[src/rtl/fsm_ctrl_pkg.sv]
// Shared state encodings for the multi-channel A/B/C controller.
package fsm_ctrl_pkg;

  typedef enum logic [1:0] {
    ST_A = 2'b00,
    ST_B = 2'b01,
    ST_C = 2'b10
  } st_t;

  localparam logic [1:0] ST_ILLEGAL = 2'b11;

  // Width of the per-channel dwell counter; covers TMO_CYC up to 2^16-1.
  localparam int unsigned DWELL_W = 16;

endpackage

[src/rtl/fsm_ctrl_ch.sv]
// One controller channel: A/B/C state, C-state dwell timeout, registered out1/tmo_flag.
module fsm_ctrl_ch
  import fsm_ctrl_pkg::*;
#(
  parameter int unsigned TMO_CYC = 16
) (
  input  logic clk,
  input  logic reset,
  input  logic enable,
  input  logic in1,
  input  logic in2,
  output st_t  state,
  output logic out1,
  output logic tmo_flag,
  output logic b_enter
);

  localparam logic [DWELL_W-1:0] TMO_LAST = DWELL_W'(TMO_CYC - 1);

  logic [DWELL_W-1:0] dwell;
  logic [1:0]         ii;

  assign ii = {in1, in2};

  // Same-edge B entry strobe so the shared counter moves with the state.
  always_comb begin
    b_enter = 1'b0;
    if (enable) begin
      case (state)
        ST_A:    b_enter = (ii == 2'b01);
        ST_C:    b_enter = (ii == 2'b10);
        default: b_enter = 1'b0;
      endcase
    end
  end

  always_ff @(posedge clk or posedge reset) begin
    if (reset) begin
      state    <= ST_A;
      dwell    <= '0;
      out1     <= 1'b0;
      tmo_flag <= 1'b0;
    end else if (!enable) begin
      tmo_flag <= 1'b0;
    end else begin
      tmo_flag <= 1'b0;
      case (state)
        ST_A: begin
          dwell <= '0;
          if (ii == 2'b10) begin
            state <= ST_C;
            out1  <= 1'b0;
          end else if (ii == 2'b01) begin
            state <= ST_B;
            out1  <= 1'b1;
          end else begin
            out1  <= 1'b0;
          end
        end
        ST_B: begin
          dwell <= '0;
          if (ii == 2'b11) begin
            state <= ST_A;
            out1  <= 1'b0;
          end else begin
            out1  <= 1'b1;
          end
        end
        ST_C: begin
          // Exit to B wins over an expiring dwell in the same cycle.
          if (ii == 2'b10) begin
            state <= ST_B;
            out1  <= 1'b1;
            dwell <= '0;
          end else if (dwell == TMO_LAST) begin
            state    <= ST_A;
            out1     <= 1'b0;
            dwell    <= '0;
            tmo_flag <= 1'b1;
          end else begin
            out1  <= 1'b0;
            dwell <= dwell + 1'b1;
          end
        end
        default: begin
          state <= ST_A;
          out1  <= 1'b0;
          dwell <= '0;
        end
      endcase
    end
  end

endmodule

[src/rtl/fsm_ctrl_multi.sv]
// NUM_CH independent A/B/C controllers with a shared saturating B-entry counter.
// Define FSM_IN_SYNC_EN to put a 2-flop synchroniser on every in1/in2 bit.
module fsm_ctrl_multi
  import fsm_ctrl_pkg::*;
#(
  parameter int unsigned NUM_CH  = 4,
  parameter int unsigned TMO_CYC = 16,
  parameter int unsigned CNT_W   = 8
) (
  input  logic                clk,
  input  logic                reset,
  input  logic                enable,
  input  logic [NUM_CH-1:0]   in1,
  input  logic [NUM_CH-1:0]   in2,
  input  logic                cnt_clr,
  output logic [NUM_CH-1:0]   out1,
  output logic [2*NUM_CH-1:0] state_obs,
  output logic [NUM_CH-1:0]   tmo_flag,
  output logic [CNT_W-1:0]    b_entry_cnt
);

  localparam int unsigned SW = CNT_W + 5;

  logic [NUM_CH-1:0] in1_q;
  logic [NUM_CH-1:0] in2_q;
  logic [NUM_CH-1:0] b_enter;
  st_t               st [NUM_CH];
  logic [4:0]        n_ent;
  logic [SW-1:0]     sum;
  logic [CNT_W-1:0]  cnt_next;

`ifdef FSM_IN_SYNC_EN
  logic [NUM_CH-1:0] in1_m, in1_s, in2_m, in2_s;

  always_ff @(posedge clk or posedge reset) begin
    if (reset) begin
      in1_m <= '0;
      in1_s <= '0;
      in2_m <= '0;
      in2_s <= '0;
    end else begin
      in1_m <= in1;
      in1_s <= in1_m;
      in2_m <= in2;
      in2_s <= in2_m;
    end
  end

  assign in1_q = in1_s;
  assign in2_q = in2_s;
`else
  assign in1_q = in1;
  assign in2_q = in2;
`endif

  for (genvar k = 0; k < NUM_CH; k++) begin : g_ch
    fsm_ctrl_ch #(
      .TMO_CYC(TMO_CYC)
    ) u_ch (
      .clk     (clk),
      .reset   (reset),
      .enable  (enable),
      .in1     (in1_q[k]),
      .in2     (in2_q[k]),
      .state   (st[k]),
      .out1    (out1[k]),
      .tmo_flag(tmo_flag[k]),
      .b_enter (b_enter[k])
    );
    assign state_obs[2*k +: 2] = st[k];
  end

  always_comb begin
    n_ent = '0;
    for (int unsigned i = 0; i < NUM_CH; i++) begin
      n_ent = n_ent + 5'(b_enter[i]);
    end
  end

  // Widened add; any carry above CNT_W means the count pins at all-ones.
  always_comb begin
    sum = SW'(b_entry_cnt) + SW'(n_ent);
    if (sum[SW-1:CNT_W] != '0) cnt_next = '1;
    else                       cnt_next = sum[CNT_W-1:0];
  end

  always_ff @(posedge clk or posedge reset) begin
    if (reset)        b_entry_cnt <= '0;
    else if (cnt_clr) b_entry_cnt <= '0;
    else if (enable)  b_entry_cnt <= cnt_next;
  end

endmodule

[config.mk]
export PLATFORM = sky130hd
export DESIGN_NAME = fsm_ctrl_multi
export DESIGN_NICKNAME = d
export VERILOG_FILES = /design/src/rtl/fsm_ctrl_pkg.sv /design/src/rtl/fsm_ctrl_ch.sv /design/src/rtl/fsm_ctrl_multi.sv
export SDC_FILE = /design/constraint.sdc
export NUM_CORES = 1
export LEC_CHECK = 0
export CAP_MARGIN = 5
export CORE_MARGIN = 2
export CORE_UTILIZATION = 44
export CTS_BUF_LIST = sky130_fd_sc_hd__clkbuf_2 sky130_fd_sc_hd__clkbuf_4 sky130_fd_sc_hd__clkbuf_8
export DETAILED_ROUTE_END_ITERATION = 10
export HOLD_SLACK_MARGIN = 0.02
export PLACE_DENSITY_LB_ADDON = 0.05
export REMOVE_ABC_BUFFERS = 1
export SYNTH_ARGS = -nofsm -noshare
export SYNTH_HDL_FRONTEND = slang
export SYNTH_HIERARCHICAL = 1
export SYNTH_SLANG_ARGS = --single-unit
[constraint.sdc]
create_clock -name clk -period 2.75 [get_ports clk]
set_input_delay 0.275 -clock clk [delete_from_list [all_inputs] [get_ports clk]]
set_output_delay 0.275 -clock clk [all_outputs]
set_load 0.005 [all_outputs]
==> summary.md <==
| Metric | Value |
|---|---|
| Effective utilization at floorplan | ~45% |
| Overflow left after global routing | 0 |
| Count of final hold-check violations | 0 |
| Layout Skew | 0.0102 ns |
| Element type at the critical path end | register |
| Violations in the final reports | setup timing |
| Post-synth EDFFs | 0 |
| Register clock-pin slew on the reported worst setup and hold paths | roughly 0.09 ns |
| Net Sw Power | 1.02 mW |
| Share of synthesized flip-flops with an asynchronous set or reset | 100% |
| Leading post-synthesis cells by instance count | 88 x sky130_fd_sc_hd__dfrtp_1, 46 x sky130_fd_sc_hd__inv_1, 44 x sky130_fd_sc_hd__xnor2_1, 39 x sky130_fd_sc_hd__nand2_1, 39 x sky130_fd_sc_hd__nor2_1 |
| Pre-Repair DR Iteration Count | 4 |
| Sequential Power Share | a little under half |
| Worst stage delay on the critical path | approximately 0.48 ns |
| Die Footprint | 12900 um2 |
| Part of the total power dissipated in the clock network | between 20% and 30% |
| I/O pin count | 36 |
| Critical path arrival | just over 3 ns |
| Cell with the most instances after synthesis | sky130_fd_sc_hd__dfrtp_1 |
| Height of the die | about 110 um |
| Total power after layout | between 3 and 4 mW |
| Number of library cell types mapped by synthesis | 46 |
| Slowest CP cell | sky130_fd_sc_hd__fa_1 |
| Max-Cap Viols | 0 |
| Power Dens Cells | 532 nW/um2 |
| Share of cells above drive strength 1 | about a fifth |
| Cell area after layout | a little over 6000 um2 |
| Wire length of the first global-routing pass | around 19000 um |
| Clock sinks | just under 90 |
| Worst hold path class | in2reg |
| Area of the core | approximately 12000 um2 |
| Type of the worst setup path | reg2reg |
| Worst slew margin relative to its limit | a little under half |
| Final GP Congestion | just under 0.8 |
| Cell Rows | 40 |
| Number of pins exceeding their max-slew limit in the final report | 0 |
| Cell Area, Placed | just under 6000 um2 |
| Leakage | 2.65 nW |
| Antenna violations before repair | 0 |
| Antenna-violating nets left | 0 |
| Register bit total from synthesis | slightly below 90 |
| Share of the cycle needed by the critical path after routing | 101% |
| Clock tree from TritonCTS | yes |
| Max Freq | 361 MHz |
| Vias per Instance | between 5 and 6 |
| Number of warnings reported in the yosys synthesis log | 6 |
| Logic pwr share | around 26% |
| Final HPWL DP | just under 8000 um |
| Cell area after synthesis | about 5300 um2 |
| Area fraction of the dominant cell type after synthesis | between 40% and 50% |
| Detailed router's first-iteration violation count | approximately 130 |
| Worst-path maximum fanout | 4 |
| Clock latency of the later-clocked register in the worst-skew pair | 0.37 ns |
| Maximum number of pins on one net before global-route repair | 48 |
| Synthesis-to-layout area growth | 16.7% |
| Antenna diode count | 0 |
| RSZ-0062 raised after global routing | true |
| Setup Viol. Count Final | 4 |
| Port bufs | 35 |
| Switching Share | slightly above 30% |
| Routed len/inst | 14.8 um |
| Cell type contributing the most total cell area after synthesis | sky130_fd_sc_hd__dfrtp_1 |
| Number of global-route vias before repair | between 3000 and 4000 |
| Most Frequent Cell on Critical Path | sky130_fd_sc_hd__buf_4 |
| Count of nets after finishing | 623 |
| Fraction of the yosys area taken by sequential cells | about 42% |
| Synthesized area per cell | 9.85 um2 |
| Tightest Pin Transition | just under 0.8 ns |
| Cells traversed along the worst timing path | mux2_4 > nor2b_4 > fa_1 > inv_2 > fa_2 > inv_2 > fa_2 > buf_4 > buf_4 > buf_4 > and4_1 > nor3_2 |
| CTS H-tree lvls | 3 |
| Number of instances in the synthesized netlist | ~540 |
| Clock Root Buffer | sky130_fd_sc_hd__clkbuf_8 |
| TNS Setup | -0.0432 ns |
| Outcome | finished with violations |
| Minimum period implied by the final worst setup slack | 2.77 ns |
| WP data required | 3.04 ns |
| Maximum clock path buffer count | 2 |
| Number of buffers created by CTS | 9 |
| Overall global routing resource usage | around 18% |
| Startpoint types | register |
| Top cells by area, synth | sky130_fd_sc_hd__dfrtp_1 42%, sky130_fd_sc_hd__xnor2_1 7.3%, sky130_fd_sc_hd__nor4_2 4.7%, sky130_fd_sc_hd__ha_1 4.0%, sky130_fd_sc_hd__inv_1 3.3% |
| DRC | 0 |
| Worst setup margin | -0.0217 ns |
| Internal power | 2.27 mW |
| Worst VDD drop | 312 uV |
| Width of the die | around 110 um |
| Post-detailed-routing wire length | between 10000 and 15000 um |
| Most instantiated flip-flop cell in the synthesis netlist | sky130_fd_sc_hd__dfrtp_1 |
| Number of vias after detailed routing | between 4000 and 5000 |
-- area by class of cell --
class                      count  area [um2]
clock buffer                  12         146
clock inverter                 4        45.0
fill                        1114        5680
inverter                      46         173
multi-input combinational    387        2910
sequential                    88        2200
tap                          147         184
timing repair buffer          59         524
-- per-stage QoR --
| step | setup slack (ns) | cells | hold slack, ns | utilization [%] |
|---|---|---|---|---|
| 3_3_place_gp | -0.690 | 725 | 0.512 | 49.8 |
| 6_report | -0.0217 | 743 | 0.303 | 52.1 |
| 5_1_grt | -0.127 | 743 | 0.347 | 52.1 |
| 4_1_cts | -0.0204 | 742 | 0.296 | 51.9 |
| 2_1_floorplan | -0.0799 | 521 | 0.0907 | - |
| 3_5_place_dp | -0.745 | 725 | 0.526 | 49.8 |
-- registers in the layout, indices dropped and copies added, names as in the netlist --
| signal | count |
|---|---|
| g_ch.u_ch/out1 | 4 |
| g_ch.u_ch/state | 8 |
| g_ch.u_ch/dwell | 64 |
| b_entry_cnt | 8 |
| g_ch.u_ch/tmo_flag | 4 |
-- power by group through the flow --
stage / registers, mW / logic [mW] / clock network, mW
global placement: 1.56 / 0.815 / 0
finish: 1.54 / 0.842 / 0.902
floorplan: 1.58 / 0.423 / 0
global route: 1.57 / 0.953 / 0.998
detailed placement: 1.57 / 0.825 / 0
CTS: 1.55 / 0.852 / 0.943
-- cells by family after synthesis --
logic type | Yosys count | synth area share, %
AO/OA/AOI/OAI | 78 | 9.52
XOR/XNOR | 44 | 7.27
adder cells (fa/ha/maj) | 20 | 5.15
buffers and inverters | 63 | 4.91
flip-flops | 88 | 41.6
multiplexers | 8 | 1.70
AND/OR/NAND/NOR | 237 | 29.9
-- final timing paths --
path / from / end / slack (ns) / cells past startpoint
worst max-delay path: g_ch[0].u_ch/state[1] / b_entry_cnt[2] / -0.02 / 12
worst max register to register: g_ch[0].u_ch/state[1] / b_entry_cnt[2] / -0.02 / 12
max in group asynchronous: reset / g_ch[3].u_ch/dwell[14] / 1.71 / 2
worst min-delay path: enable / g_ch[3].u_ch/state[0] / 0.30 / 3
min in group asynchronous: reset / b_entry_cnt[0] / 0.34 / 2
worst min register to register: g_ch[2].u_ch/out1 / g_ch[2].u_ch/out1 / 0.54 / 2
-- layer usage --
metal,vias up,part of all wire [%],track usage [%]
met3,9,3.1,4.25
met5,-,0,0
met4,0,1.3,6.26
li1,2024,-,-
met1,1931,51,25.7
met2,38,44,28.2
-- placed cells by master, fill, tap and decap left out, types with 6 or more instances in the layout --
master                             n
sky130_fd_sc_hd__dfrtp_1          88
sky130_fd_sc_hd__nor3_1           33
sky130_fd_sc_hd__buf_4            23
sky130_fd_sc_hd__o21ai_0          21
sky130_fd_sc_hd__nand2_1          38
sky130_fd_sc_hd__nor4_2           20
sky130_fd_sc_hd__nand4_1          17
sky130_fd_sc_hd__a21oi_1           6
sky130_fd_sc_hd__nand3_1          12
sky130_fd_sc_hd__ha_1             17
sky130_fd_sc_hd__xnor2_1          44
sky130_fd_sc_hd__inv_1            44
sky130_fd_sc_hd__clkbuf_8          9
sky130_fd_sc_hd__clkdlybuf4s50_1  30
sky130_fd_sc_hd__and3_1            9
sky130_fd_sc_hd__nor2_2           12
sky130_fd_sc_hd__mux2_2            6
sky130_fd_sc_hd__o22ai_1           8
sky130_fd_sc_hd__nor4_1            8
sky130_fd_sc_hd__nor2_1           39
-- critical path: cells and delay by family (launching register included) --
kind          cells  cell delay, ns
flops             1            0.40
simple gates      3            0.42
fa+ha+maj         3            1.05
buf+inv           5            0.51
mux               1            0.31
-- repair_timing --
action / 4_1_cts / 5_1_grt
pin swaps: 9 / 6
setup endpoints to repair: 8 / 7
hold buffers: 0 / 0
setup buffers: 1 / 1
resized for setup: 20 / 4
(Power assumes the default switching activity.)
